<file path="src/rtl/pixel_adjust_stage_if.sv">
`default_nettype none
// ============================================================================
// Module   : pixel_adjust_stage_if
// Brief    : Valid/ready pixel stream bundle with start-of-frame marker.
// Revision : 1.0 - initial release
// ============================================================================
interface pixel_adjust_stage_if #(
  parameter int DATA_W = 8
);
  logic              valid;
  logic              ready;
  logic [DATA_W-1:0] data;
  logic              sof;

  modport master (output valid, output data, output sof, input  ready);
  modport slave  (input  valid, input  data, input  sof, output ready);
endinterface
`default_nettype wire

</file>
<file path="src/rtl/pixel_adjust_stage.sv">
`default_nettype none
// ============================================================================
// Module   : pixel_adjust_stage
// Brief    : Frame-synchronous brighten/darken of a grey pixel stream with a
//            2-entry (output + skid) buffer and fully registered in_ready.
// Revision : 1.0 - initial release
// ============================================================================
module pixel_adjust_stage #(
  parameter int DATA_W = 8,
  parameter int STEP   = 64
) (
  input  wire logic             clk,
  input  wire logic             rst_n,
  input  wire logic             bright_n,
  input  wire logic             dark_n,
  pixel_adjust_stage_if.slave   up,
  pixel_adjust_stage_if.master  dn,
  output logic [1:0]            active_mode
);

  localparam logic [1:0]      c_mode_pass   = 2'b00;
  localparam logic [1:0]      c_mode_bright = 2'b01;
  localparam logic [1:0]      c_mode_dark   = 2'b10;
  localparam logic [DATA_W:0] c_step        = (DATA_W+1)'(STEP);

  typedef enum logic [1:0] {
    S_EMPTY = 2'b00,
    S_ONE   = 2'b01,
    S_TWO   = 2'b10
  } occ_t;

  occ_t              r_state;
  occ_t              w_state_next;
  logic              r_in_ready;
  logic [1:0]        r_bright_sync;
  logic [1:0]        r_dark_sync;
  logic [1:0]        r_active_mode;
  logic [DATA_W-1:0] r_out_data;
  logic              r_out_sof;
  logic [DATA_W-1:0] r_skid_data;
  logic              r_skid_sof;

  logic              w_in_fire;
  logic              w_out_fire;
  logic [1:0]        w_req_mode;
  logic [1:0]        w_pix_mode;
  logic [DATA_W-1:0] w_adj_data;
  logic              w_load_out_in;
  logic              w_load_out_skid;
  logic              w_load_skid;

  function automatic logic [DATA_W-1:0] adjust(input logic [DATA_W-1:0] pix,
                                               input logic [1:0]        mode);
    logic [DATA_W:0] sum;
    logic [DATA_W:0] diff;
    sum  = {1'b0, pix} + c_step;
    diff = {1'b0, pix} - c_step;
    case (mode)
      c_mode_bright: adjust = sum[DATA_W]  ? {DATA_W{1'b1}} : sum[DATA_W-1:0];
      c_mode_dark:   adjust = diff[DATA_W] ? {DATA_W{1'b0}} : diff[DATA_W-1:0];
      default:       adjust = pix;
    endcase
  endfunction

  // Push-buttons are asynchronous to the pixel clock; deasserted level is 1.
  always_ff @(posedge clk or negedge rst_n) begin
    if (!rst_n) begin
      r_bright_sync <= 2'b11;
      r_dark_sync   <= 2'b11;
    end else begin
      r_bright_sync <= {r_bright_sync[0], bright_n};
      r_dark_sync   <= {r_dark_sync[0], dark_n};
    end
  end

  always_comb begin
    w_req_mode = c_mode_pass;
    if (!r_bright_sync[1] && r_dark_sync[1]) w_req_mode = c_mode_bright;
    if (r_bright_sync[1] && !r_dark_sync[1]) w_req_mode = c_mode_dark;
  end

  assign w_in_fire  = up.valid && r_in_ready;
  assign w_out_fire = (r_state != S_EMPTY) && dn.ready;
  // A start-of-frame pixel already uses the mode it is about to latch.
  assign w_pix_mode = up.sof ? w_req_mode : r_active_mode;
  assign w_adj_data = adjust(up.data, w_pix_mode);

  always_comb begin
    w_state_next    = r_state;
    w_load_out_in   = 1'b0;
    w_load_out_skid = 1'b0;
    w_load_skid     = 1'b0;
    case (r_state)
      S_EMPTY: begin
        if (w_in_fire) begin
          w_state_next  = S_ONE;
          w_load_out_in = 1'b1;
        end
      end
      S_ONE: begin
        if (w_in_fire && !w_out_fire) begin
          w_state_next = S_TWO;
          w_load_skid  = 1'b1;
        end else if (w_in_fire && w_out_fire) begin
          w_load_out_in = 1'b1;
        end else if (w_out_fire) begin
          w_state_next = S_EMPTY;
        end
      end
      S_TWO: begin
        if (w_out_fire) begin
          w_state_next    = S_ONE;
          w_load_out_skid = 1'b1;
        end
      end
      default: w_state_next = S_EMPTY;
    endcase
  end

  always_ff @(posedge clk or negedge rst_n) begin
    if (!rst_n) begin
      r_state       <= S_EMPTY;
      r_in_ready    <= 1'b0;
      r_active_mode <= c_mode_pass;
      r_out_data    <= '0;
      r_out_sof     <= 1'b0;
      r_skid_data   <= '0;
      r_skid_sof    <= 1'b0;
    end else begin
      r_state    <= w_state_next;
      r_in_ready <= (w_state_next != S_TWO);
      if (w_in_fire && up.sof) begin
        r_active_mode <= w_req_mode;
      end
      if (w_load_out_in) begin
        r_out_data <= w_adj_data;
        r_out_sof  <= up.sof;
      end else if (w_load_out_skid) begin
        r_out_data <= r_skid_data;
        r_out_sof  <= r_skid_sof;
      end
      if (w_load_skid) begin
        r_skid_data <= w_adj_data;
        r_skid_sof  <= up.sof;
      end
    end
  end

  assign up.ready    = r_in_ready;
  assign dn.valid    = (r_state != S_EMPTY);
  assign dn.data     = r_out_data;
  assign dn.sof      = r_out_sof;
  assign active_mode = r_active_mode;

endmodule
`default_nettype wire

</file>
<file path="src/flat_wrapper.sv">
// flat-port wrapper written by rule: the top's interface ports become plain ports
module pixel_adjust_stage_flat 
#(
  parameter int DATA_W = 8,
  parameter int STEP   = 64
)
  (clk, rst_n, bright_n, dark_n, active_mode, up_valid, up_data, up_sof, up_ready, dn_valid, dn_data, dn_sof, dn_ready);
  pixel_adjust_stage_if #(.DATA_W(DATA_W)) up_i ();
  pixel_adjust_stage_if #(.DATA_W(DATA_W)) dn_i ();
  input  wire logic clk;
  input  wire logic rst_n;
  input  wire logic bright_n;
  input  wire logic dark_n;
  output logic [1:0] active_mode;
  input wire logic [$bits(up_i.valid)-1:0] up_valid;
  input wire logic [$bits(up_i.data)-1:0] up_data;
  input wire logic [$bits(up_i.sof)-1:0] up_sof;
  output wire logic [$bits(up_i.ready)-1:0] up_ready;
  output wire logic [$bits(dn_i.valid)-1:0] dn_valid;
  output wire logic [$bits(dn_i.data)-1:0] dn_data;
  output wire logic [$bits(dn_i.sof)-1:0] dn_sof;
  input wire logic [$bits(dn_i.ready)-1:0] dn_ready;
  assign up_i.valid = up_valid;
  assign up_i.data = up_data;
  assign up_i.sof = up_sof;
  assign up_ready = up_i.ready;
  assign dn_valid = dn_i.valid;
  assign dn_data = dn_i.data;
  assign dn_sof = dn_i.sof;
  assign dn_i.ready = dn_ready;
  pixel_adjust_stage #(.DATA_W(DATA_W), .STEP(STEP)) u_core (.clk(clk), .rst_n(rst_n), .bright_n(bright_n), .dark_n(dark_n), .up(up_i), .dn(dn_i), .active_mode(active_mode));
endmodule
</file>
<file path="config.mk">
export PLATFORM = sky130hd
export DESIGN_NAME = pixel_adjust_stage_flat
export DESIGN_NICKNAME = d
export VERILOG_FILES = /design/src/rtl/pixel_adjust_stage_if.sv /design/src/rtl/pixel_adjust_stage.sv /design/src/flat_wrapper.sv
export SDC_FILE = /design/constraint.sdc
export NUM_CORES = 1
export LEC_CHECK = 0
export CAP_MARGIN = 20
export CORE_UTILIZATION = 52
export CTS_BUF_LIST = sky130_fd_sc_hd__clkbuf_4
export DETAILED_ROUTE_END_ITERATION = 10
export GPL_TIMING_DRIVEN = 0
export PLACE_DENSITY = 0.81
export SYNTH_ARGS = -nofsm -noshare
export SYNTH_HDL_FRONTEND = slang
export SYNTH_SLANG_ARGS = --single-unit
export TNS_END_PERCENT = 10
</file>
<file path="constraint.sdc">
create_clock -name clk -period 2.6 [get_ports clk]
set_input_delay 0.78 -clock clk [delete_from_list [all_inputs] [get_ports clk]]
set_output_delay 0.78 -clock clk [all_outputs]
set_load 0.02 [all_outputs]
</file>
==> impl_metrics.json, run 1 <==
{
  "synth.distinct_cells": 36,
  "most_frequent_standard_cell_in_the_layout_excluding_fill_and_tap_cells": "sky130_fd_sc_hd__clkdlybuf4s50_1",
  "hold_violations_final": 0,
  "clkSinkCount": 27,
  "setup_viol_count_final": 0,
  "timing.critical_path.from_type": "flop",
  "postSynthNetCount": 143,
  "detailedPlace.worstSlack_ns": -0.429,
  "final_period_minus_worst_setup_slack_ns": 2.50,
  "drtPass1Iterations": 4,
  "clk_latency_ns": 0.34,
  "final-instance-count-excl-fill": 185,
  "placedCellCount": 181,
  "combinational_family_with_the_most_area_after_synthesis": "simple AND/OR/NAND/NOR gates",
  "grt_max_degree": 16,
  "num_rows": 17,
  "grt_antenna_before_repair": 0,
  "cellLeakagePower_nw": 0.705,
  "synth-simple-area-share": 0.200,
  "antenna-diode-count": 0,
  "skew_ns": 0.00899,
  "worst_pin_slew_ns": 0.635,
  "ys_ff_latch": 27,
  "final_layout_size_suffix_gt1_frac": 0.197,
  "die_h_um": 52.7,
  "fp.coreArea_mm2": 0.00232,
  "number_of_nets_in_the_final_layout": 175,
  "fin_hold_ws_ns": 0.366,
  "gp_congestion": 0.840,
  "synth_mux_area_frac": 0.0412,
  "layout_setup_ws_ns": 0.104,
  "synth_compound_area_frac": 0.183,
  "top_level_ports": 28,
  "outcome": "completed",
  "clk_transition_reported_paths_ns": 0.13,
  "final_min_period_over_clock_period": 0.960,
  "critical_path_required_ns": 1.82,
  "detailedPlacementHpwl_mm": 2.08,
  "cts.path.max_buffers": 2,
  "cts.repair_timing.setup_buffer_count": 0,
  "chip_width_um": 52.7,
  "routed_wire_length_per_instance_um": 15.5,
  "vias_per_cell": 5.99,
  "synth_edf_count": 0,
  "power_w": 0.00167,
  "hold_path_depth": 0,
  "routed-via-count": 1108,
  "cts.root.buffer_cell": "sky130_fd_sc_hd__clkbuf_4",
  "final_max_slew_viol_count": 0,
  "regToRegEndpoint": "u_core.dn.data[0]$_DFFE_PN0P_",
  "hp-class": "flop to flop",
  "synth-main-ff-cell": "sky130_fd_sc_hd__dfrtp_1",
  "grt_pass1_wl_mm": 4.60,
  "synthesized_cell_area_mm2": 0.00134,
  "initialDrtViolationCount": 33,
  "ir_drop_v": 0.000773,
  "synthesis.area_per_instance_um2": 10.6,
  "globalRoute.totalOverflow": 0,
  "die-area_mm2": 0.00277,
  "port_buffers": 26,
  "timing.hold.worst_endpoint": "u_core.r_dark_sync[1]$_DFF_PN1_",
  "cts_made_buffers": 3,
  "grt_usage": 0.233,
  "htree_num_levels": 1,
  "detail_route.wirelength_mm": 2.86,
  "timing_worst_setup_path_type": "flop to primary output",
  "timing.reg2reg.setup_slack_ns": 0.53,
  "critical_path.reg2reg.startpoint": "u_core.r_dark_sync[1]$_DFF_PN1_",
  "critPathArrivalTime_ns": 1.72,
  "post_synth_fa_ha_maj_area_fraction": 0.0187,
  "final_design_area_excluding_fillers_mm2": 0.00170,
  "critical_path.endpoint_type": "primary output",
  "fillerInstances": 173,
  "postSynth.asyncResetShare": 1.00,
  "slew-limit-headroom": 0.575,
  "tritoncts": "built",
  "area_overhead_vs_synth_pct": 27.4,
  "min_from": "u_core.r_dark_sync[0]$_DFF_PN1_",
  "place_area_mm2": 0.00165,
  "maxClockFrequency_mhz": 401,
  "rsz0062_at_grt": "no",
  "grt_pass1_vias": 1053,
  "reg2regPathDepth": 7,
  "drc": 0,
  "floorplan.initialDensity": 0.576,
  "p_per_area_mw_per_mm2": 983,
  "ys_warn_count": 0,
  "critPathMaxFanout": 7,
  "yosys.area_share.xor_xnor": 0.00656,
  "top_library_cells_by_usage_in_the_layout_fill_and_taps_aside": "sky130_fd_sc_hd__clkdlybuf4s50_1 (25), sky130_fd_sc_hd__dfrtp_1 (23), sky130_fd_sc_hd__a31oi_1 (15)",
  "ant_nets": 0,
  "cap_viol_max_count": 0,
  "synth_sequential_area_ratio": 0.510,
  "post_synth_inst_count": 126
}
==> flip-flops by register name (all words and copies together) (netlist names) <==
name                  flops
u_core.r_skid_data        8
u_core.dn.data            8
u_core.r_skid_sof         1
u_core.r_dark_sync        2
u_core.active_mode        2
u_core.up.ready           1
u_core.r_state            2
u_core.r_bright_sync      2
u_core.dn.sof             1
==> power by group <==
part / total, W / internal [W] / switching (W)
logic: 0.000795 / 0.000391 / 0.000404
clock network: 0.000184 / 0.0000579 / 0.000126
registers: 0.000692 / 0.000588 / 0.000104
total: 0.00167 / 0.00104 / 0.000634
==> logic make-up after synthesis <==
| group | Yosys count |
|---|---|
| AO/OA/AOI/OAI | 37 |
| multiplexers | 5 |
| XOR/XNOR | 1 |
| adder cells (fa/ha/maj) | 2 |
| flip-flops | 27 |
| buffers and inverters | 9 |
| AND/OR/NAND/NOR | 45 |
==> cells in the mapped netlist (all sizes together), types with 2 or more instances <==
cell type | n | share of area
o21ai | 3 | 0.011
dfstp | 4 | 0.079
dfrtp | 23 | 0.43
buf | 5 | 0.030
nand3 | 2 | 0.0075
ha | 2 | 0.019
nor3 | 2 | 0.024
nand2 | 12 | 0.036
nand2b | 3 | 0.020
and2 | 7 | 0.033
nor2b | 3 | 0.020
mux2 | 4 | 0.034
inv | 3 | 0.0084
a21oi | 6 | 0.022
a31oi | 15 | 0.070
a211oi | 8 | 0.049
nor2 | 11 | 0.031
==> worst max-delay path by stage <==
stage	end	start	slack [ns]	cells after the start
after floorplan	u_core.dn.data[0]$_DFFE_PN0P_	up_sof	0.37	6
after global placement	u_core.dn.data[3]$_DFFE_PN0P_	up_sof	-0.38	7
after detailed placement	u_core.dn.data[4]$_DFFE_PN0P_	up_sof	-0.43	7
after CTS	u_core.dn.data[4]$_DFFE_PN0P_	up_sof	0.02	7
after global routing	dn_valid	u_core.r_state[1]$_DFF_PN0_	0.04	2
final	dn_valid	u_core.r_state[1]$_DFF_PN0_	0.10	2
==> worst max-delay path, stage by stage (launching register included) <==
cell and delay [ns]:
sky130_fd_sc_hd__dfrtp_1 0.51, sky130_fd_sc_hd__or2_2 0.34, sky130_fd_sc_hd__clkdlybuf4s50_1 0.54
==> cell type report <==
type	instances	area, µm²	area share
plain buffers	5	40.0	0.0235
clock buffers	3	22.5	0.0132
clock inverters	1	5.00	0.00294
inverters	4	15.0	0.00883
multi-input cells	90	624	0.367
flip-flops and latches	27	681	0.400
well taps	28	35.0	0.0206
repair buffers	27	278	0.163
==> routing by layer <==
metal | vias up | wire length (µm) | GRT usage
met5 | - | 0 | 0
met4 | 0 | 44 | 0.0965
met3 | 5 | 150 | 0.0377
met2 | 37 | 1470 | 0.397
met1 | 550 | 1200 | 0.292
li1 | 516 | - | -
==> through the flow <==
step | util | setup TNS, ns
floorplan | - | 0
global placement | 0.703 | -4.97
detailed placement | 0.710 | -5.50
CTS | 0.726 | 0
global route | 0.733 | 0
finish | 0.733 | 0
==> what timing repair did <==
action                     CTS  global route
hold endpoints to repair     0             0
hold buffers                 0             0
cloned                       0             0
gates resized for setup      2             4
setup endpoints to repair   12            14
(Power assumes the default switching activity.)
==> run 2: changes to the inputs <==
Settings changed: TNS_END_PERCENT 10 to 100.
==> run 2 against run 1 <==
  * Sequential cell count unchanged
  * Fmax is essentially flat
  * Worst setup slack improved by 0.0024 ns
  * Final area did not move
  * Clock power hardly changed
==> impl_metrics.json, run 2 (same netlist as run 1, synthesis figures left out) <==
{
  "outcome": "completed",
  "cts.path.max_buffers": 2,
  "final-instance-count-excl-fill": 185,
  "p_per_area_mw_per_mm2": 983,
  "setup_viol_count_final": 0,
  "detailedPlacementHpwl_mm": 2.08,
  "fillerInstances": 173,
  "tritoncts": "built",
  "grt_pass1_wl_mm": 4.60,
  "gp_congestion": 0.840,
  "timing.critical_path.from_type": "flop",
  "cts.root.buffer_cell": "sky130_fd_sc_hd__clkbuf_4",
  "initialDrtViolationCount": 43,
  "grt_pass1_vias": 1053,
  "clk_transition_reported_paths_ns": 0.14,
  "ant_nets": 0,
  "slowest_delay_ns": 0.54,
  "maxClockFrequency_mhz": 401,
  "cellLeakagePower_nw": 0.705,
  "critical_path_required_ns": 1.82,
  "register_area_um2": 681,
  "final_max_slew_viol_count": 0,
  "die_h_um": 52.7,
  "detail_route.wirelength_mm": 2.90,
  "htree_num_levels": 1,
  "final_layout_size_suffix_gt1_frac": 0.197,
  "drc": 0,
  "clkSinkCount": 27,
  "fin_hold_ws_ns": 0.366,
  "area_overhead_vs_synth_pct": 27.4,
  "clk_latency_ns": 0.33,
  "quantity_of_hold_fixing_buffers_added_after_cts": 0,
  "critPathArrivalTime_ns": 1.71,
  "final_period_minus_worst_setup_slack_ns": 2.49,
  "fin_util": 0.733,
  "num_rows": 17,
  "vias_per_cell": 6.01,
  "final_min_period_over_clock_period": 0.959,
  "detailedPlace.worstSlack_ns": -0.429,
  "critPathMaxFanout": 7,
  "critPathBufInv": 1,
  "grt_max_degree": 16,
  "port_buffers": 26,
  "timing_worst_setup_path_type": "flop to primary output",
  "top_level_ports": 28,
  "cts_made_buffers": 3,
  "fp.coreArea_mm2": 0.00232,
  "cap_viol_max_count": 0,
  "grt_antenna_before_repair": 0,
  "routed_wire_length_per_instance_um": 15.6,
  "grt_usage": 0.233,
  "floorplan.initialDensity": 0.576,
  "hold_violations_final": 0,
  "ir_drop_v": 0.000773,
  "routed-via-count": 1111,
  "most_frequent_standard_cell_in_the_layout_excluding_fill_and_tap_cells": "sky130_fd_sc_hd__clkdlybuf4s50_1",
  "crit_path_cell_trace": "or2_2 > clkdlybuf4s50_1",
  "multi_input_comb_area_um2": 624,
  "number_of_nets_in_the_final_layout": 175,
  "rsz0062_at_grt": "no",
  "top_library_cells_by_usage_in_the_layout_fill_and_taps_aside": "sky130_fd_sc_hd__clkdlybuf4s50_1 (25), sky130_fd_sc_hd__dfrtp_1 (23), sky130_fd_sc_hd__a31oi_1 (15)",
  "slowest_stage": "sky130_fd_sc_hd__clkdlybuf4s50_1",
  "drtPass1Iterations": 4,
  "cts.repair_timing.setup_buffer_count": 0,
  "antenna-diode-count": 0,
  "slew-limit-headroom": 0.573,
  "hp-class": "flop to flop",
  "chip_width_um": 52.7,
  "path_delay_family": "buffers and inverters",
  "critical_path.endpoint_type": "primary output",
  "skew_ns": 0.00915,
  "die-area_mm2": 0.00277,
  "layout_setup_ws_ns": 0.107,
  "worst_pin_slew_ns": 0.639,
  "globalRoute.totalOverflow": 0,
  "placedCellCount": 181
}
[run 2: what timing repair did]
item / CTS / global route
setup endpoints to repair: 12 / 14
pin swaps: 0 / 1
resized for setup: 2 / 4
[run 2: path summary, 6_finish.rpt]
check / from / end / slack, ns / depth (start not counted)
max: u_core.r_state[1]$_DFF_PN0_ / dn_valid / 0.11 / 2
max in group asynchronous: rst_n / u_core.dn.data[7]$_DFFE_PN0P_ / 1.26 / 2
min: u_core.r_dark_sync[0]$_DFF_PN1_ / u_core.r_dark_sync[1]$_DFF_PN1_ / 0.37 / 0
min in group asynchronous: rst_n / u_core.r_skid_data[6]$_DFFE_PN0P_ / 0.82 / 1
min reg2reg: u_core.r_dark_sync[0]$_DFF_PN1_ / u_core.r_dark_sync[1]$_DFF_PN1_ / 0.37 / 0
max reg2reg: u_core.r_dark_sync[1]$_DFF_PN1_ / u_core.dn.data[0]$_DFFE_PN0P_ / 0.52 / 7
[run 2: area by class of cell]
type | instances | share of cell area
flip-flops and latches | 27 | 0.400
multi-input cells | 90 | 0.367
repair buffers | 27 | 0.163
plain buffers | 5 | 0.0235
well taps | 28 | 0.0206
clock buffers | 3 | 0.0132
inverters | 4 | 0.00883
clock inverters | 1 | 0.00294
[run 2: routing by layer]
metal	vias up	track usage	routed length [µm]
met5	-	0	0
met1	558	0.292	1220
met2	32	0.397	1490
li1	516	-	-
met3	5	0.0377	141
met4	0	0.0965	43
[run 2: report_power, final]
group | switching (W) | internal [W]
combinational | 0.000405 | 0.000391
sequential | 0.000104 | 0.000588
clock | 0.000125 | 0.0000579
[run 2: per-stage QoR]
step / instance area [µm²] / TNS [ns] / power [W]
2_1_floorplan: 1340 / 0 / 0.00117
3_3_place_gp: 1630 / -4.97 / 0.00144
3_5_place_dp: 1650 / -5.50 / 0.00148
4_1_cts: 1680 / 0 / 0.00167
5_1_grt: 1700 / 0 / 0.00178
6_report: 1700 / 0 / 0.00167
[run 2: worst register-to-register path, cell delays in order, from the launching register on]
cell and delay, ns:
sky130_fd_sc_hd__dfstp_2 0.55, sky130_fd_sc_hd__nor2b_1 0.04, sky130_fd_sc_hd__mux2_2 0.28, sky130_fd_sc_hd__ha_1 0.18, sky130_fd_sc_hd__buf_2 0.18, sky130_fd_sc_hd__a211o_4 0.39
sky130_fd_sc_hd__a211oi_2 0.26, sky130_fd_sc_hd__a21oi_1 0.10
==> run 3: changes to the inputs <==
Settings changed: CORE_UTILIZATION 52 to 50, PLACE_DENSITY 0.81 to 0.78.
==> run 3 against run 2 <==
  * Die area grew 3.8%
  * Count of clock-buffer cells in the layout is the same
  * Power shrank 1.3%
  * Sequential power is essentially flat
  * Largest cell class unchanged
  * Fmax grew 1.4%
  * Worst setup slack gained 0.034 ns
  * Critical path depth is the same
  * Combinational power shrank 2%
  * Critical endpoint unchanged
  * Largest power group unchanged
  * Register-to-register slack gained 0.02 ns
  * Wire length shrank 5.9%
  * Final area shrank 0.15%
  * Global-route usage shrank 1.9 points
==> impl_metrics.json, run 3 (same netlist as run 1, synthesis figures left out) <==
{
  "timing.critical_path.from_type": "flop",
  "globalRoute.totalOverflow": 0,
  "cts.repair_timing.setup_buffer_count": 0,
  "critPathMaxFanout": 7,
  "place_area_mm2": 0.00166,
  "grt_antenna_before_repair": 0,
  "detailedPlacementHpwl_mm": 2.00,
  "final_min_period_over_clock_period": 0.946,
  "grt_usage": 0.215,
  "crit_path_end": "dn_valid",
  "most_frequent_standard_cell_in_the_layout_excluding_fill_and_tap_cells": "sky130_fd_sc_hd__clkdlybuf4s50_1",
  "critical_path_required_ns": 1.82,
  "drc": 0,
  "slew-limit-headroom": 0.695,
  "grt_pass1_wl_mm": 4.37,
  "min_from": "u_core.r_bright_sync[0]$_DFF_PN1_",
  "cts_made_buffers": 3,
  "final_period_minus_worst_setup_slack_ns": 2.46,
  "rsz0062_at_grt": "no",
  "area_overhead_vs_synth_pct": 27.2,
  "top_level_ports": 28,
  "timing.critical_path.from": "u_core.r_state[1]$_DFF_PN0_",
  "fp.coreArea_mm2": 0.00250,
  "timing_worst_setup_path_type": "flop to primary output",
  "hp-class": "flop to flop",
  "number_of_nets_in_the_final_layout": 175,
  "final_design_area_excluding_fillers_mm2": 0.00170,
  "fin_util": 0.679,
  "htree_num_levels": 1,
  "floorplan.initialDensity": 0.534,
  "clk_transition_reported_paths_ns": 0.13,
  "reg2regPathDepth": 7,
  "outcome": "completed",
  "chip_width_um": 53.7,
  "num_rows": 18,
  "grt_max_degree": 22,
  "maxClockFrequency_mhz": 407,
  "hold_violations_final": 0,
  "cellLeakagePower_nw": 0.701,
  "vias_per_cell": 5.70,
  "clk_latency_ns": 0.32,
  "skew_ns": 0.00922,
  "critPathArrivalTime_ns": 1.68,
  "initialDrtViolationCount": 22,
  "gp_congestion": 0.796,
  "routed-via-count": 1065,
  "tritoncts": "built",
  "detailedPlace.worstSlack_ns": -0.445,
  "timing.reg2reg.setup_slack_ns": 0.54,
  "grt_pass1_vias": 1016,
  "port_buffers": 26,
  "critical_path.reg2reg.startpoint": "u_core.r_dark_sync[1]$_DFF_PN1_",
  "die_h_um": 53.7,
  "final_layout_size_suffix_gt1_frac": 0.185,
  "top_library_cells_by_usage_in_the_layout_fill_and_taps_aside": "sky130_fd_sc_hd__clkdlybuf4s50_1 (25), sky130_fd_sc_hd__dfrtp_1 (23), sky130_fd_sc_hd__a31oi_1 (15)",
  "detail_route.wirelength_mm": 2.72,
  "ir_drop_v": 0.000708,
  "die-area_mm2": 0.00288,
  "worst_pin_slew_ns": 0.455,
  "final_max_slew_viol_count": 0,
  "regToRegEndpoint": "u_core.r_skid_data[0]$_DFFE_PN0P_",
  "layout_setup_ws_ns": 0.141,
  "setup_viol_count_final": 0,
  "cap_viol_max_count": 0,
  "clkSinkCount": 27,
  "critical_path.endpoint_type": "primary output",
  "antenna-diode-count": 0,
  "drtPass1Iterations": 4,
  "cts.root.buffer_cell": "sky130_fd_sc_hd__clkbuf_4",
  "routed_wire_length_per_instance_um": 14.6,
  "ant_nets": 0,
  "cts.path.max_buffers": 2,
  "p_per_area_mw_per_mm2": 971,
  "setup_tns_ns": 0
}
-- run 3: worst min-delay path by stage --
stage	end	slack, ns	cells after the start
floorplan	u_core.r_bright_sync[1]$_DFF_PN1_	0.35	0
global placement	u_core.r_dark_sync[1]$_DFF_PN1_	0.35	0
detailed placement	u_core.r_dark_sync[1]$_DFF_PN1_	0.35	0
CTS	u_core.r_dark_sync[1]$_DFF_PN1_	0.37	0
global route	u_core.r_dark_sync[1]$_DFF_PN1_	0.37	0
finish	u_core.r_bright_sync[1]$_DFF_PN1_	0.36	0
-- run 3: critical path: stages, from the launching register on --
cell and delay [ns]:
sky130_fd_sc_hd__dfrtp_1 0.51, sky130_fd_sc_hd__or2_2 0.33, sky130_fd_sc_hd__clkdlybuf4s50_1 0.53
-- run 3: metal layers --
layer | share of wire | wire [µm] | vias to the layer above | global-route usage
li1 | - | - | 515 | -
met2 | 0.50 | 1350 | 34 | 0.337
met3 | 0.045 | 122 | 6 | 0.0367
met4 | 0.011 | 31 | 0 | 0.105
met5 | 0 | 0 | - | 0
met1 | 0.45 | 1220 | 510 | 0.285
-- run 3: cell type report --
type / instances / area (µm²)
Timing Repair Buffer: 27 / 287
Clock buffer: 3 / 22.5
Tap cell: 30 / 37.5
Multi-Input combinational cell: 90 / 611
Buffer: 5 / 40.0
Clock inverter: 1 / 5.00
Sequential cell: 27 / 681
Fill cell: 204 / 802
Inverter: 4 / 15.0
-- run 3: what timing repair did --
| action | in CTS | in global routing |
|---|---|---|
| endpoints found under the setup margin | 12 | 0 |
| endpoints found under the hold margin | 0 | 0 |
| gates resized for setup | 3 | 0 |
| hold buffers | 0 | 0 |
-- run 3: power by group --
part / internal [W] / leakage [nW] / switching, W
Clock: 0.0000576 / 0.0177 / 0.000119
Sequential: 0.000588 / 0.309 / 0.000105
Combinational: 0.000389 / 0.374 / 0.000392
-- run 3: through the flow --
stage	total power (W)	hold slack (ns)	instances
2_1_floorplan	0.00117	0.345	126
3_3_place_gp	0.00144	0.345	182
3_5_place_dp	0.00148	0.347	183
4_1_cts	0.00166	0.366	187
5_1_grt	0.00177	0.375	187
6_report	0.00165	0.365	187
